`config.mk`:
```
export PLATFORM = sky130hd
export DESIGN_NAME = hilo_muldiv
export DESIGN_NICKNAME = d
export VERILOG_FILES = /design/src/rtl/hilo_muldiv_pkg.sv /design/src/rtl/div_radix2.sv /design/src/rtl/hilo_muldiv.sv
export SDC_FILE = /design/constraint.sdc
export NUM_CORES = 2
export LEC_CHECK = 0
export BUFFER_PORTS_ARGS = -buffer_cell sky130_fd_sc_hd__buf_2
export CAP_MARGIN = 20
export CORE_MARGIN = 4
export CORE_UTILIZATION = 50
export DETAILED_ROUTE_END_ITERATION = 6
export PLACE_DENSITY = 0.66
export SLEW_MARGIN = 20
export SYNTH_ARGS = -nofsm -noshare
export SYNTH_HDL_FRONTEND = slang
export SYNTH_SLANG_ARGS = --single-unit
export TNS_END_PERCENT = 100
```
`constraint.sdc`:
```
create_clock -name clk -period 30 [get_ports clk]
set_clock_uncertainty 0.15 [all_clocks]
set_input_delay 1.5 -clock clk [delete_from_list [all_inputs] [get_ports clk]]
set_output_delay 1.5 -clock clk [all_outputs]
set_load 0.01 [all_outputs]
```
`src/rtl/hilo_muldiv_pkg.sv`:
```
// hilo_muldiv_pkg
//   Shared definitions for the HI/LO multiply/divide unit: the SIG_ALU_*
//   control codes it consumes, the divider FSM state encoding, and a small
//   helper that takes the magnitude of an optionally-signed operand.
//   No ports (package).
package hilo_muldiv_pkg;

    // ALU control codes for the multiply/divide subset, as produced by the
    // decoder. Other codes are not acted on by this block.
    localparam logic [4:0] SIG_ALU_MULT  = 5'b10000;
    localparam logic [4:0] SIG_ALU_MULTU = 5'b10001;
    localparam logic [4:0] SIG_ALU_DIV   = 5'b10010;
    localparam logic [4:0] SIG_ALU_DIVU  = 5'b10011;

    // Divider FSM state encoding.
    localparam logic ST_IDLE = 1'b0;
    localparam logic ST_BUSY = 1'b1;

    typedef enum logic {
        IDLE = ST_IDLE,
        BUSY = ST_BUSY
    } div_state_t;

    // Magnitude of a DATA_W-bit operand; raw value when unsigned.
    function automatic logic [31:0] abs32(input logic [31:0] v, input logic sgn);
        abs32 = (sgn && v[31]) ? (~v + 32'd1) : v;
    endfunction

endpackage

```
`src/rtl/div_radix2.sv`:
```
// div_radix2
//   Iterative radix-2 restoring divider, one quotient bit per cycle.
//   Operand magnitudes and result signs are captured on start; the last
//   quotient bit and the sign fix are resolved combinationally in the final
//   busy cycle, which is when done pulses with valid quotient/remainder.
//   Results are truncating: quotient toward zero, remainder takes the
//   dividend's sign. Divide by zero completes normally (quotient all ones
//   in magnitude, remainder = dividend).
// Ports:
//   clk, rst      clock, synchronous active-high reset
//   start         begin a divide (ignored unless idle)
//   flush         abandon an in-flight divide; no done is produced
//   is_signed     1 = DIV semantics, 0 = DIVU
//   dividend      srca
//   divisor       srcb
//   busy          FSM is in BUSY
//   done          final cycle; quotient/remainder valid this cycle
//   quotient      signed-corrected quotient (valid with done)
//   remainder     signed-corrected remainder (valid with done)
module div_radix2
    import hilo_muldiv_pkg::*;
#(
    parameter int W     = 32,
    parameter int ITERS = 32
) (
    input  logic         clk,
    input  logic         rst,
    input  logic         start,
    input  logic         flush,
    input  logic         is_signed,
    input  logic [W-1:0] dividend,
    input  logic [W-1:0] divisor,
    output logic         busy,
    output logic         done,
    output logic [W-1:0] quotient,
    output logic [W-1:0] remainder
);

    localparam int CNT_W = $clog2(ITERS);
    localparam logic [CNT_W-1:0] LAST = CNT_W'(ITERS - 1);

    div_state_t       state;
    logic [CNT_W-1:0] count;
    logic [W-1:0]     quo_q;   // dividend bits shift out the top, quotient bits in at the bottom
    logic [W-1:0]     rem_q;
    logic [W-1:0]     dsr_q;
    logic             q_neg;
    logic             r_neg;

    logic [W:0]   rem_shift;
    logic [W:0]   diff;
    logic         bit_ok;
    logic [W-1:0] rem_next;
    logic [W-1:0] quo_next;
    logic         last;
    logic [W-1:0] a_abs;
    logic [W-1:0] b_abs;

    always_comb begin
        a_abs = (is_signed && dividend[W-1]) ? (~dividend + 1'b1) : dividend;
        b_abs = (is_signed && divisor[W-1])  ? (~divisor + 1'b1)  : divisor;
    end

    // One restoring step: the partial remainder is always below the divisor,
    // so the shifted value fits W+1 bits and diff[W] is the borrow.
    always_comb begin
        rem_shift = {rem_q, quo_q[W-1]};
        diff      = rem_shift - {1'b0, dsr_q};
        bit_ok    = ~diff[W];
        rem_next  = bit_ok ? diff[W-1:0] : rem_shift[W-1:0];
        quo_next  = {quo_q[W-2:0], bit_ok};
    end

    always_comb begin
        busy      = (state == BUSY);
        last      = busy && (count == LAST);
        done      = last && !flush;
        quotient  = q_neg ? (~quo_next + 1'b1) : quo_next;
        remainder = r_neg ? (~rem_next + 1'b1) : rem_next;
    end

    always_ff @(posedge clk) begin
        if (rst) begin
            state <= IDLE;
            count <= '0;
            quo_q <= '0;
            rem_q <= '0;
            dsr_q <= '0;
            q_neg <= 1'b0;
            r_neg <= 1'b0;
        end else begin
            case (state)
                IDLE: begin
                    if (start) begin
                        quo_q <= a_abs;
                        rem_q <= '0;
                        dsr_q <= b_abs;
                        q_neg <= is_signed && (dividend[W-1] ^ divisor[W-1]);
                        r_neg <= is_signed && dividend[W-1];
                        count <= '0;
                        state <= BUSY;
                    end
                end
                BUSY: begin
                    if (flush) begin
                        count <= '0;
                        state <= IDLE;
                    end else if (last) begin
                        quo_q <= quo_next;
                        rem_q <= rem_next;
                        count <= '0;
                        state <= IDLE;
                    end else begin
                        quo_q <= quo_next;
                        rem_q <= rem_next;
                        count <= count + 1'b1;
                    end
                end
                default: begin
                    count <= '0;
                    state <= IDLE;
                end
            endcase
        end
    end

endmodule

```
`src/rtl/hilo_muldiv.sv`:
```
// hilo_muldiv
//   Execute-stage multiply/divide unit owning the architectural HI/LO pair.
//   MULT/MULTU write the 64-bit product at the end of the issue cycle.
//   DIV/DIVU run on div_radix2 for DIV_CYCLES+1 stalled cycles.
//   Writeback MTHI/MTLO writes arrive on hilo_we_i/hilo_wdata_i.
// Ports:
//   clk, rst        clock, synchronous active-high reset
//   valid_i         instruction present in E this cycle
//   alucontrol_i    SIG_ALU_* code
//   srca_i, srcb_i  rs / rt operands
//   flush_i         exception flush; cancels issue and in-flight divide
//   hilo_we_i       bit1 writes HI, bit0 writes LO
//   hilo_wdata_i    data for hilo_we_i
//   stall_o         hold F/D/E while the divider owns the unit
//   hi_o, lo_o      current HI / LO registers (no same-cycle bypass)
//
// Handshake: an instruction is accepted when valid_i is high, flush_i is low
// and the divider is idle. stall_o acts as not-ready for the upstream stages:
// it is high from the divide issue cycle through the final divide cycle, and
// is forced low in any cycle where flush_i is high.
module hilo_muldiv
    import hilo_muldiv_pkg::*;
#(
    parameter int DATA_W     = 32,
    parameter int DIV_CYCLES = 32
) (
    input  logic              clk,
    input  logic              rst,
    input  logic              valid_i,
    input  logic [4:0]        alucontrol_i,
    input  logic [DATA_W-1:0] srca_i,
    input  logic [DATA_W-1:0] srcb_i,
    input  logic              flush_i,
    input  logic [1:0]        hilo_we_i,
    input  logic [DATA_W-1:0] hilo_wdata_i,
    output logic              stall_o,
    output logic [DATA_W-1:0] hi_o,
    output logic [DATA_W-1:0] lo_o
);

    logic                is_mult;
    logic                is_multu;
    logic                is_div;
    logic                is_divu;
    logic                issue;
    logic                mul_issue;
    logic                div_issue;
    logic                div_busy;
    logic                div_done;
    logic [DATA_W-1:0]   div_quo;
    logic [DATA_W-1:0]   div_rem;
    logic [2*DATA_W-1:0] mul_a;
    logic [2*DATA_W-1:0] mul_b;
    logic [2*DATA_W-1:0] product;
    logic [DATA_W-1:0]   hi_q;
    logic [DATA_W-1:0]   lo_q;

    always_comb begin
        is_mult   = (alucontrol_i == SIG_ALU_MULT);
        is_multu  = (alucontrol_i == SIG_ALU_MULTU);
        is_div    = (alucontrol_i == SIG_ALU_DIV);
        is_divu   = (alucontrol_i == SIG_ALU_DIVU);
        issue     = valid_i && !flush_i && !div_busy;
        mul_issue = issue && (is_mult || is_multu);
        div_issue = issue && (is_div || is_divu);
        stall_o   = !flush_i && (div_busy || div_issue);
    end

    // Extend both operands to 2*DATA_W (sign- or zero-) so one unsigned
    // multiply truncated to 2*DATA_W gives the correct product either way.
    always_comb begin
        mul_a   = is_mult ? {{DATA_W{srca_i[DATA_W-1]}}, srca_i} : {{DATA_W{1'b0}}, srca_i};
        mul_b   = is_mult ? {{DATA_W{srcb_i[DATA_W-1]}}, srcb_i} : {{DATA_W{1'b0}}, srcb_i};
        product = mul_a * mul_b;
    end

    div_radix2 #(
        .W     (DATA_W),
        .ITERS (DIV_CYCLES)
    ) u_div (
        .clk       (clk),
        .rst       (rst),
        .start     (div_issue),
        .flush     (flush_i),
        .is_signed (is_div),
        .dividend  (srca_i),
        .divisor   (srcb_i),
        .busy      (div_busy),
        .done      (div_done),
        .quotient  (div_quo),
        .remainder (div_rem)
    );

    // E-stage results beat W-stage MTHI/MTLO: the W instruction is older, so
    // the E result must be the one left in HI/LO. A divide completion and a
    // multiply issue can never coincide (multiply needs the divider idle).
    always_ff @(posedge clk) begin
        if (rst) begin
            hi_q <= '0;
            lo_q <= '0;
        end else if (div_done) begin
            hi_q <= div_rem;
            lo_q <= div_quo;
        end else if (mul_issue) begin
            hi_q <= product[2*DATA_W-1:DATA_W];
            lo_q <= product[DATA_W-1:0];
        end else begin
            if (hilo_we_i[1]) hi_q <= hilo_wdata_i;
            if (hilo_we_i[0]) lo_q <= hilo_wdata_i;
        end
    end

    assign hi_o = hi_q;
    assign lo_o = lo_q;

endmodule

```
==> results.txt <==
status: finished, final reports clean
gp weighted congestion: 1.050
cells after synthesis: 6901
Residual DRC: 0
routed vias: 47061
clk sinks: 168
routed vias/inst: 5.600
Worst setup SP type: input port
RSZ-0062 raised after global routing: false
post-synthesis sequential area ratio: 5.589%
Slowest cell on crit path: fa_1
Yosys cell types: 83
vias in the first global route: 50690
area leader, netlist: fa_1
post-route ant nets: 0
Slowest Stage Delay on Critical Path: 0.84 ns
WS Path Type: input port to flop
H-tree Lvls: 4
DIE WIDTH: 354.9 um
relative slew slack: 23.86%
dominant synthesized flop cell: dfxtp_1
Cell Area, Synth: 60180 um^2
WHS: 0.2959 ns
# port buffers: 171
Max Slew Vio Count: 0
worst-path maximum fanout: 25
die footprint: 126000 um^2
total CTS buffers: 17
CTS tree: done
drt wl/cell: 22.88 um
initial antenna violation count: 14
clk root buf: clkbuf_16
worst skew pair latency: 0.46 ns
hold buffers post-CTS: 0
asr flop ratio synth: 0%
fmax: 80.00 MHz
DP Cell Count: 8357
Rows: 127
total gr overflow: 0
first-pass GRT wire length: 301.0 mm
pin count of the biggest net entering global routing: 88
final layout net count: 8638
crit path DAT: 12.66 ns
most used cell, CP: fa_1
Final Non-Filler Cells: 8404
yosys warns: 0
Max-cap violations: 0
Crit path required time: 30.16 ns
fin crit period: 12.50 ns
Total Neg Setup Slack: 0 ns
Crit. End Element: flop
top post-synthesis cells by area: fa_1 47%, inv_1 10%, ha_1 7.2%
die height: 354.9 um
clk slew on worst S/H paths: 0.07 ns
final worst path period share: 41.67%
syn nets: 8775
DR iter-0 viols: 3720
Pre-antenna DRT Iters: 6
post-detail-place hpwl: 153.0 mm
clock buffer depth: 2
postcts setup bufs: 0
Post-synth EDFFs: 0
worst hold path type: flop to flop
Core Box Area: 119700 um^2
final-report setup violation count: 0
Slew @ Worst Pin: 1.140 ns
post-synthesis register bit count: 168
final hold vios: 0
IO Pins: 172
Final Routed Wirelength: 192.3 mm
Layout area overhead: 4.289%
cts repair resizes: 0
share of the synthesized area in the top cell type: 47.24%
Starting Density: 50.29%
All-Layer GR Usage: 31.25%
Syn Area/Cell: 8.720 um^2
share of layout cells above drive strength 1: 5.048%
[logic make-up after synthesis]
logic type	after synthesis	synth area share, %
muxes	39	0.6570
DFF	168	5.589
buffers and inverters	2014	12.58
adders and majority gates	1770	54.50
xor gates and xnor gates	240	3.539
AOI/OAI and AO/OA	791	8.624
and+or+nand+nor	1879	14.51
[critical path: cells and delay by family]
kind	cells	cell delay (ns)
buffers and inverters	7	0.98
adders and majority gates	11	5.87
AOI/OAI and AO/OA	4	1.26
and+or+nand+nor	8	2.99
[synth_stat cells (35+ instances only)]
| master | count |
|---|---|
| and2_1 | 342 |
| nand3_1 | 41 |
| a21o_1 | 73 |
| o21ai_0 | 144 |
| inv_1 | 1596 |
| clkbuf_1 | 368 |
| dfxtp_1 | 168 |
| a211oi_1 | 60 |
| fa_1 | 1420 |
| a31oi_1 | 39 |
| and3_1 | 44 |
| o211ai_1 | 46 |
| nor3_1 | 55 |
| ha_1 | 347 |
| buf_1 | 44 |
| nor2_1 | 234 |
| a21oi_1 | 221 |
| xor2_1 | 82 |
| xnor2_1 | 156 |
| mux2i_1 | 35 |
| nand2_1 | 982 |
[layer usage]
metal / GRT usage, % / share of wire, % / vias to the layer above
li1: - / - / 20480
met1: 40.68 / 40 / 24110
met4: 13.43 / 5.0 / 8
met5: 0 / 0.024 / -
met3: 5.740 / 8.5 / 447
met2: 51.47 / 47 / 2016
[through the flow]
stage,cell area [um^2],worst slack (ns),util (%)
after CTS,62720,17.09,52.42
after global routing,62720,16.83,52.42
after floorplan,60180,18.69,-
final,62760,17.50,52.45
after detailed placement,62180,16.59,51.97
after global placement,62180,16.79,51.97
[cells in the final DEF (no fill, tap or decap), types with 14 or more instances in the layout]
master and instances:
nor3b_1 17, and2_1 340, nand4_1 24, mux2i_1 35, a211oi_1 60, o31ai_1 28
nor2b_1 14, nand2b_1 16, a21o_1 73, and3_1 43, fa_1 1420, xnor2_1 156
nand2_1 980, dfxtp_1 167, or4_1 21, a21oi_1 221, buf_4 91, ha_1 347
nand3_1 41, o21ai_0 144, o211ai_1 46, nor3_1 54, xor2_1 82, inv_1 1596
o21bai_1 17, buf_2 170, a31oi_1 39, diode_2 17, nor4_1 14, clkbuf_16 17
nor2_1 232, or3_1 26, o21a_1 16
[state kept, by name (all words and copies together), names as in the netlist]
name / cells
u_div.dsr_q: 32
u_div.rem_q: 32
u_div.count: 5
u_div.quo_q: 32
hi_o: 32
lo_o: 32
u_div.r_neg: 1
u_div.q_neg: 1
u_div.busy: 1
[final timing paths]
path,start,to,slack [ns],cells past startpoint
setup / recovery,alucontrol_i[0],hi_o[27],17.50,30
hold / removal,hi_o[8],hi_o[8],0.30,2
setup reg to reg,u_div.quo_q[31],hi_o[12],23.84,19
hold reg to reg,hi_o[8],hi_o[8],0.30,2
[cell type report]
cell class                 instances  area, um^2
clock inverter                    13       110.1
fill                           11132       56890
multi-input combinational       4719       49270
inverter                        1597        5995
sequential                       168        3364
clock buffer                      17       425.4
tap                             1612        2017
antenna                           17       42.54
timing repair buffer             261        1534
Power is not shown: default switching activity piles up to over one toggle a cycle in this logic, so the estimate is an artifact.
